==> config.mk <==
export PLATFORM = sky130hd
export DESIGN_NAME = approx_adder_eval_ctrl
export DESIGN_NICKNAME = d
export VERILOG_FILES = /design/src/rtl/approx_adder_eval_ctrl.sv
export SDC_FILE = /design/constraint.sdc
export NUM_CORES = 2
export LEC_CHECK = 0
export CAP_MARGIN = 20
export CORE_MARGIN = 4
export CORE_UTILIZATION = 58
export CTS_CLUSTER_DIAMETER = 80
export DETAILED_ROUTE_END_ITERATION = 8
export PLACE_DENSITY = 0.89
export SYNTH_ARGS = -nofsm -noshare
export SYNTH_HDL_FRONTEND = slang
export SYNTH_SLANG_ARGS = --single-unit
==> constraint.sdc <==
create_clock -name Clk -period 8.5 [get_ports Clk]
set_clock_uncertainty 0.2 [all_clocks]
set_input_delay 1.7 -clock Clk [delete_from_list [all_inputs] [get_ports Clk]]
set_output_delay 1.7 -clock Clk [all_outputs]
set_load 0.01 [all_outputs]
==> src/rtl/approx_adder_eval_ctrl.sv <==
// Evaluation sequencer for an external approximate adder: issues operand pairs, computes
// the exact sum and accumulates sample count, max AE, SAE, SSE and error count per run.
module approx_adder_eval_ctrl #(
  parameter int W     = 32,
  parameter int N_W   = 16,
  parameter int ACC_W = 2*W+2+N_W
) (
  input  logic             Clk,
  input  logic             Rst_n,
  input  logic             start,
  input  logic [N_W-1:0]   num_samples,
  input  logic             in_valid,
  output logic             in_ready,
  input  logic [W-1:0]     in_a,
  input  logic [W-1:0]     in_b,
  output logic [W-1:0]     dut_a,
  output logic [W-1:0]     dut_b,
  input  logic [W:0]       dut_sum,
  output logic             busy,
  output logic             done,
  output logic [N_W-1:0]   n_done,
  output logic [W:0]       max_ae,
  output logic [ACC_W-1:0] sae,
  output logic [ACC_W-1:0] sse,
  output logic [N_W-1:0]   err_cnt,
  output logic             ovf
);

  localparam int SQ_W  = 2*W+2;
  localparam int SUM_W = ((ACC_W > SQ_W) ? ACC_W : SQ_W) + 1;

  typedef enum logic [1:0] {S_IDLE, S_RUN, S_DRAIN, S_DONE} state_t;

  state_t           state_q, state_d;
  logic [N_W-1:0]   target_q, target_d;
  logic [N_W-1:0]   issued_q, issued_d;
  logic             in_ready_q, in_ready_d;
  logic [W-1:0]     dut_a_q, dut_a_d;
  logic [W-1:0]     dut_b_q, dut_b_d;
  logic             s1_v_q, s1_v_d;
  logic             s2_v_q, s2_v_d;
  logic [W:0]       ae_q, ae_d;
  logic [N_W-1:0]   n_done_q, n_done_d;
  logic [W:0]       max_ae_q, max_ae_d;
  logic [ACC_W-1:0] sae_q, sae_d;
  logic [ACC_W-1:0] sse_q, sse_d;
  logic [N_W-1:0]   err_cnt_q, err_cnt_d;
  logic             ovf_q, ovf_d;

  logic [W:0]       exact;
  logic [SQ_W-1:0]  ae_sq;
  logic [SUM_W-1:0] sae_sum;
  logic [SUM_W-1:0] sse_sum;
  logic             accept;

  // Sums are formed one bit wider than the widest operand so any carry past ACC_W is visible.
  always_comb begin
    exact   = {1'b0, dut_a_q} + {1'b0, dut_b_q};
    ae_sq   = SQ_W'(ae_q) * SQ_W'(ae_q);
    sae_sum = SUM_W'(sae_q) + SUM_W'(ae_q);
    sse_sum = SUM_W'(sse_q) + SUM_W'(ae_sq);
    accept  = in_valid && in_ready_q;
  end

  always_comb begin
    state_d    = state_q;
    target_d   = target_q;
    issued_d   = issued_q;
    dut_a_d    = dut_a_q;
    dut_b_d    = dut_b_q;
    ae_d       = ae_q;
    n_done_d   = n_done_q;
    max_ae_d   = max_ae_q;
    sae_d      = sae_q;
    sse_d      = sse_q;
    err_cnt_d  = err_cnt_q;
    ovf_d      = ovf_q;
    s1_v_d     = accept;
    s2_v_d     = s1_v_q;
    in_ready_d = 1'b0;

    if (accept) begin
      dut_a_d = in_a;
      dut_b_d = in_b;
    end

    if (s1_v_q) begin
      ae_d = (dut_sum >= exact) ? (dut_sum - exact) : (exact - dut_sum);
    end

    if (s2_v_q) begin
      n_done_d  = n_done_q + N_W'(1);
      err_cnt_d = err_cnt_q + N_W'(ae_q != '0);
      if (ae_q > max_ae_q) begin
        max_ae_d = ae_q;
      end
      if (|sae_sum[SUM_W-1:ACC_W]) begin
        sae_d = '1;
        ovf_d = 1'b1;
      end else begin
        sae_d = sae_sum[ACC_W-1:0];
      end
      if (|sse_sum[SUM_W-1:ACC_W]) begin
        sse_d = '1;
        ovf_d = 1'b1;
      end else begin
        sse_d = sse_sum[ACC_W-1:0];
      end
    end

    case (state_q)
      S_IDLE, S_DONE: begin
        if (start) begin
          target_d  = num_samples;
          issued_d  = '0;
          n_done_d  = '0;
          max_ae_d  = '0;
          sae_d     = '0;
          sse_d     = '0;
          err_cnt_d = '0;
          ovf_d     = 1'b0;
          state_d   = (num_samples == '0) ? S_DONE : S_RUN;
        end
      end
      S_RUN: begin
        if (accept) begin
          issued_d = issued_q + N_W'(1);
          if (issued_d == target_q) begin
            state_d = S_DRAIN;
          end
        end
      end
      S_DRAIN: begin
        if (!s1_v_q && !s2_v_q) begin
          state_d = S_DONE;
        end
      end
      default: state_d = S_IDLE;
    endcase

    in_ready_d = (state_d == S_RUN) && (issued_d < target_d);
  end

  always_ff @(posedge Clk or negedge Rst_n) begin
    if (!Rst_n) begin
      state_q    <= S_IDLE;
      target_q   <= '0;
      issued_q   <= '0;
      in_ready_q <= 1'b0;
      dut_a_q    <= '0;
      dut_b_q    <= '0;
      s1_v_q     <= 1'b0;
      s2_v_q     <= 1'b0;
      ae_q       <= '0;
      n_done_q   <= '0;
      max_ae_q   <= '0;
      sae_q      <= '0;
      sse_q      <= '0;
      err_cnt_q  <= '0;
      ovf_q      <= 1'b0;
    end else begin
      state_q    <= state_d;
      target_q   <= target_d;
      issued_q   <= issued_d;
      in_ready_q <= in_ready_d;
      dut_a_q    <= dut_a_d;
      dut_b_q    <= dut_b_d;
      s1_v_q     <= s1_v_d;
      s2_v_q     <= s2_v_d;
      ae_q       <= ae_d;
      n_done_q   <= n_done_d;
      max_ae_q   <= max_ae_d;
      sae_q      <= sae_d;
      sse_q      <= sse_d;
      err_cnt_q  <= err_cnt_d;
      ovf_q      <= ovf_d;
    end
  end

  assign in_ready = in_ready_q;
  assign dut_a    = dut_a_q;
  assign dut_b    = dut_b_q;
  assign busy     = (state_q == S_RUN) || (state_q == S_DRAIN);
  assign done     = (state_q == S_DONE);
  assign n_done   = n_done_q;
  assign max_ae   = max_ae_q;
  assign sae      = sae_q;
  assign sse      = sse_q;
  assign err_cnt  = err_cnt_q;
  assign ovf      = ovf_q;

endmodule

==> results.yml <==
floorplan:
  dieArea_sq_um: 104000
  initial_core_util: 0.588
  row_count: 114
  die_h_um: 322
  core_area_sq_um: 97300
  ios: 414
  die_w_um: 322
clock_network:
  numCtsBuffers: 48
  clock_sinks: 364
  tritoncts: "done"
  clk_pin_slew_worst_paths_ns: 0.07
  clk_latency_ns: 0.67
  clockRootBuffer: "clkbuf_16"
  clockBufferDepth: 3
  postCtsHoldBufs: 0
  htree_levels: 2
hold_path:
  min_path_cells: 1
  hold_path_class: "register to register"
synth:
  ys_ff_latch: 364
  synthFlopType: "dfrtp_1"
  synth_xor_area_frac: 0.0381
  syn-num-nets: 7812
  synth_top_family_by_area: "adder cells"
  synth_mux_area_frac: 0.0305
  syn_area_per_cell_sq_um: 9.07
  async_reset_ff_frac: 1.00
  syn_area_sq_um: 57200
  yosysUniqueCellTypes: 93
  synth_cells: 6307
  seq_area_frac_synth: 0.159
  synthAdderAreaFrac: 0.426
  synthSimpleGateAreaFrac: 0.115
  synth_compound_area_frac: 0.119
  ys_warn_count: 0
  synth-edff-count: 0
drt:
  routed-wl-met2_um: 88700
  viasPerCell: 5.99
  drcViolationCount: 0
  drtAntennaViolNets: 0
  drt_iter0_drc: 4970
  wl_met1_um: 69400
  drt_wl_total_um: 196000
  wl_met3_um: 22400
  top_layer_used: "met5"
  vias: 49200
  post_drt_wl_per_cell_um: 23.9
  drtPass1Iterations: 9
timing:
  relSlewSlack: 0.264
  report.final.slew_viol_count: 0
  fin_crit_sh: 0.994
  finalCriticalPeriod_ns: 8.45
  setup_viol: 0
  worstMarginPinSlew_ns: 1.09
  timing.fmax_mhz: 118
  rsz0062_at_grt: "true"
  hold_viol: 0
setup_path:
  critPathKind: "register to register"
  r2r_cells: 26
  worst_ep_arrival_time_ns: 8.81
  required_ns: 8.86
  critPathLaunchType: "register"
  cp-end-kind: "register"
  critPathMaxFanout: 6
outcome:
  outcome: "completed"
place:
  hpwlAfterDp_um: 156000
  port_buffers: 413
  place_area_sq_um: 64800
  gp_congestion: 1.09
finish:
  nNetsFinal: 8380
  syn2layout_area_growth_pct: 18.1
  fillCellCount: 7085
  drive_above_1_share: 0.102
  final_common_cell: "inv_1"
  final_cell_mix: "1376 x inv_1, 920 x fa_1, 547 x nand2_1, 450 x ha_1, 412 x clkdlybuf4s50_1"
  final_core_util: 0.694
  postLayoutCellArea_sq_um: 67600
global_route:
  grt_pass1_vias: 52100
  antenna_found_initial: 10
  grt_max_degree: 107
  grt_pass1_wl_um: 298000
  gr-usage-all-layers: 0.376
  overflow: 0
flow_run:
  maxCapViolations: 0
==> routing by layer <==
layer	GRT usage	vias up
li1	-	21100
met1	0.448	24400
met2	0.600	2900
met3	0.114	787
met4	0.235	4
met5	0.00278	-
==> synth_stat cells, types with 25 or more instances <==
master | n | share of area
dfrtp_1 | 364 | 0.16
xnor2_1 | 125 | 0.019
nor3_1 | 47 | 0.0041
nand2_1 | 555 | 0.036
inv_1 | 1383 | 0.091
o21bai_1 | 47 | 0.0062
xor2_1 | 124 | 0.019
mux2_2 | 76 | 0.015
fa_1 | 928 | 0.32
and3_1 | 42 | 0.0046
a31oi_1 | 55 | 0.0060
and2_1 | 185 | 0.020
o211ai_1 | 27 | 0.0035
nor2b_1 | 28 | 0.0031
nor2_1 | 277 | 0.018
a21oi_1 | 343 | 0.030
a221oi_1 | 33 | 0.0051
o21a_1 | 35 | 0.0046
a21o_1 | 143 | 0.019
o21ai_0 | 222 | 0.019
nand3_1 | 78 | 0.0068
nand4_1 | 83 | 0.0091
ha_1 | 460 | 0.10
mux2i_1 | 89 | 0.016
nor4_1 | 25 | 0.0027
clkbuf_1 | 232 | 0.015
==> timing repair <==
item,in CTS,in global routing
setup endpoints to repair,83,83
gates cloned,0,5
buffers inserted,3,32
pin swaps,5,33
resized for setup,22,140
==> path summary, 6_finish.rpt <==
kind                           start         end  slack [ns]
max                         ae_q[11]     sse[65]        0.05
min                        dut_b[12]   dut_b[12]        0.34
max reg2reg                 ae_q[11]     sse[65]        0.05
min reg2reg                dut_b[12]   dut_b[12]        0.34
max in group asynchronous      Rst_n    ae_q[10]        5.62
min in group asynchronous      Rst_n  state_q[1]        0.86
==> per-stage QoR <==
stage          cells  setup WS [ns]  TNS (ns)  hold slack, ns
6_report        8202         0.0530         0           0.341
5_1_grt         8191        -0.0595    -0.435           0.363
4_1_cts         8150         0.0159         0           0.340
3_5_place_dp    8060          -1.01    -40.96           0.328
3_3_place_gp    8060         -0.904    -33.90           0.321
2_1_floorplan   6307          0.650         0           0.227
==> flip-flops by register name, indices dropped and copies added (netlist names) <==
register / flops
sae: 82
sse: 82
ae_q: 33
max_ae: 33
dut_a: 32
dut_b: 32
err_cnt: 16
issued_q: 16
n_done: 16
target_q: 16
state_q: 2
in_ready: 1
ovf: 1
s1_v_q: 1
s2_v_q: 1
==> layout make-up <==
type	instances	area, sq um	share of cell area
multi-input cells	4265	42200	0.624
diodes	14	35.0	0.000519
flip-flops and latches	364	9130	0.135
clock buffers	60	1310	0.0193
repair buffers	805	7710	0.114
clock inverters	27	368	0.00545
well taps	1276	1600	0.0236
inverters	1391	5230	0.0774
==> critical path, cell delays in order, from the launching register on <==
cell	delay (ns)
dfrtp_1	0.44
inv_2	0.18
nor2_1	0.09
fa_1	0.67
inv_1	0.12
fa_1	0.56
inv_1	0.06
fa_1	0.49
fa_1	0.63
fa_1	0.48
fa_1	0.42
fa_1	0.54
fa_1	0.46
ha_1	0.32
buf_4	0.19
a21o_1	0.16
a21o_1	0.31
a21oi_2	0.27
nand3_1	0.23
a211oi_4	0.26
buf_4	0.21
nor4b_4	0.06
buf_6	0.14
nor3_4	0.25
o21ai_1	0.14
xnor2_1	0.14
a221oi_1	0.31
==> cell families (layout without fill, tap and decap cells) <==
family / after synthesis / in the layout
mux: 165 / 165
compound gates: 1069 / 1069
xor+xnor: 249 / 249
fa+ha+maj: 1388 / 1388
flops: 364 / 364
buf+inv: 1678 / 2283
other cells: 0 / 14
simple gates: 1394 / 1394
Power is not shown: default switching activity piles up to over one toggle a cycle in this logic, so the estimate is an artifact.
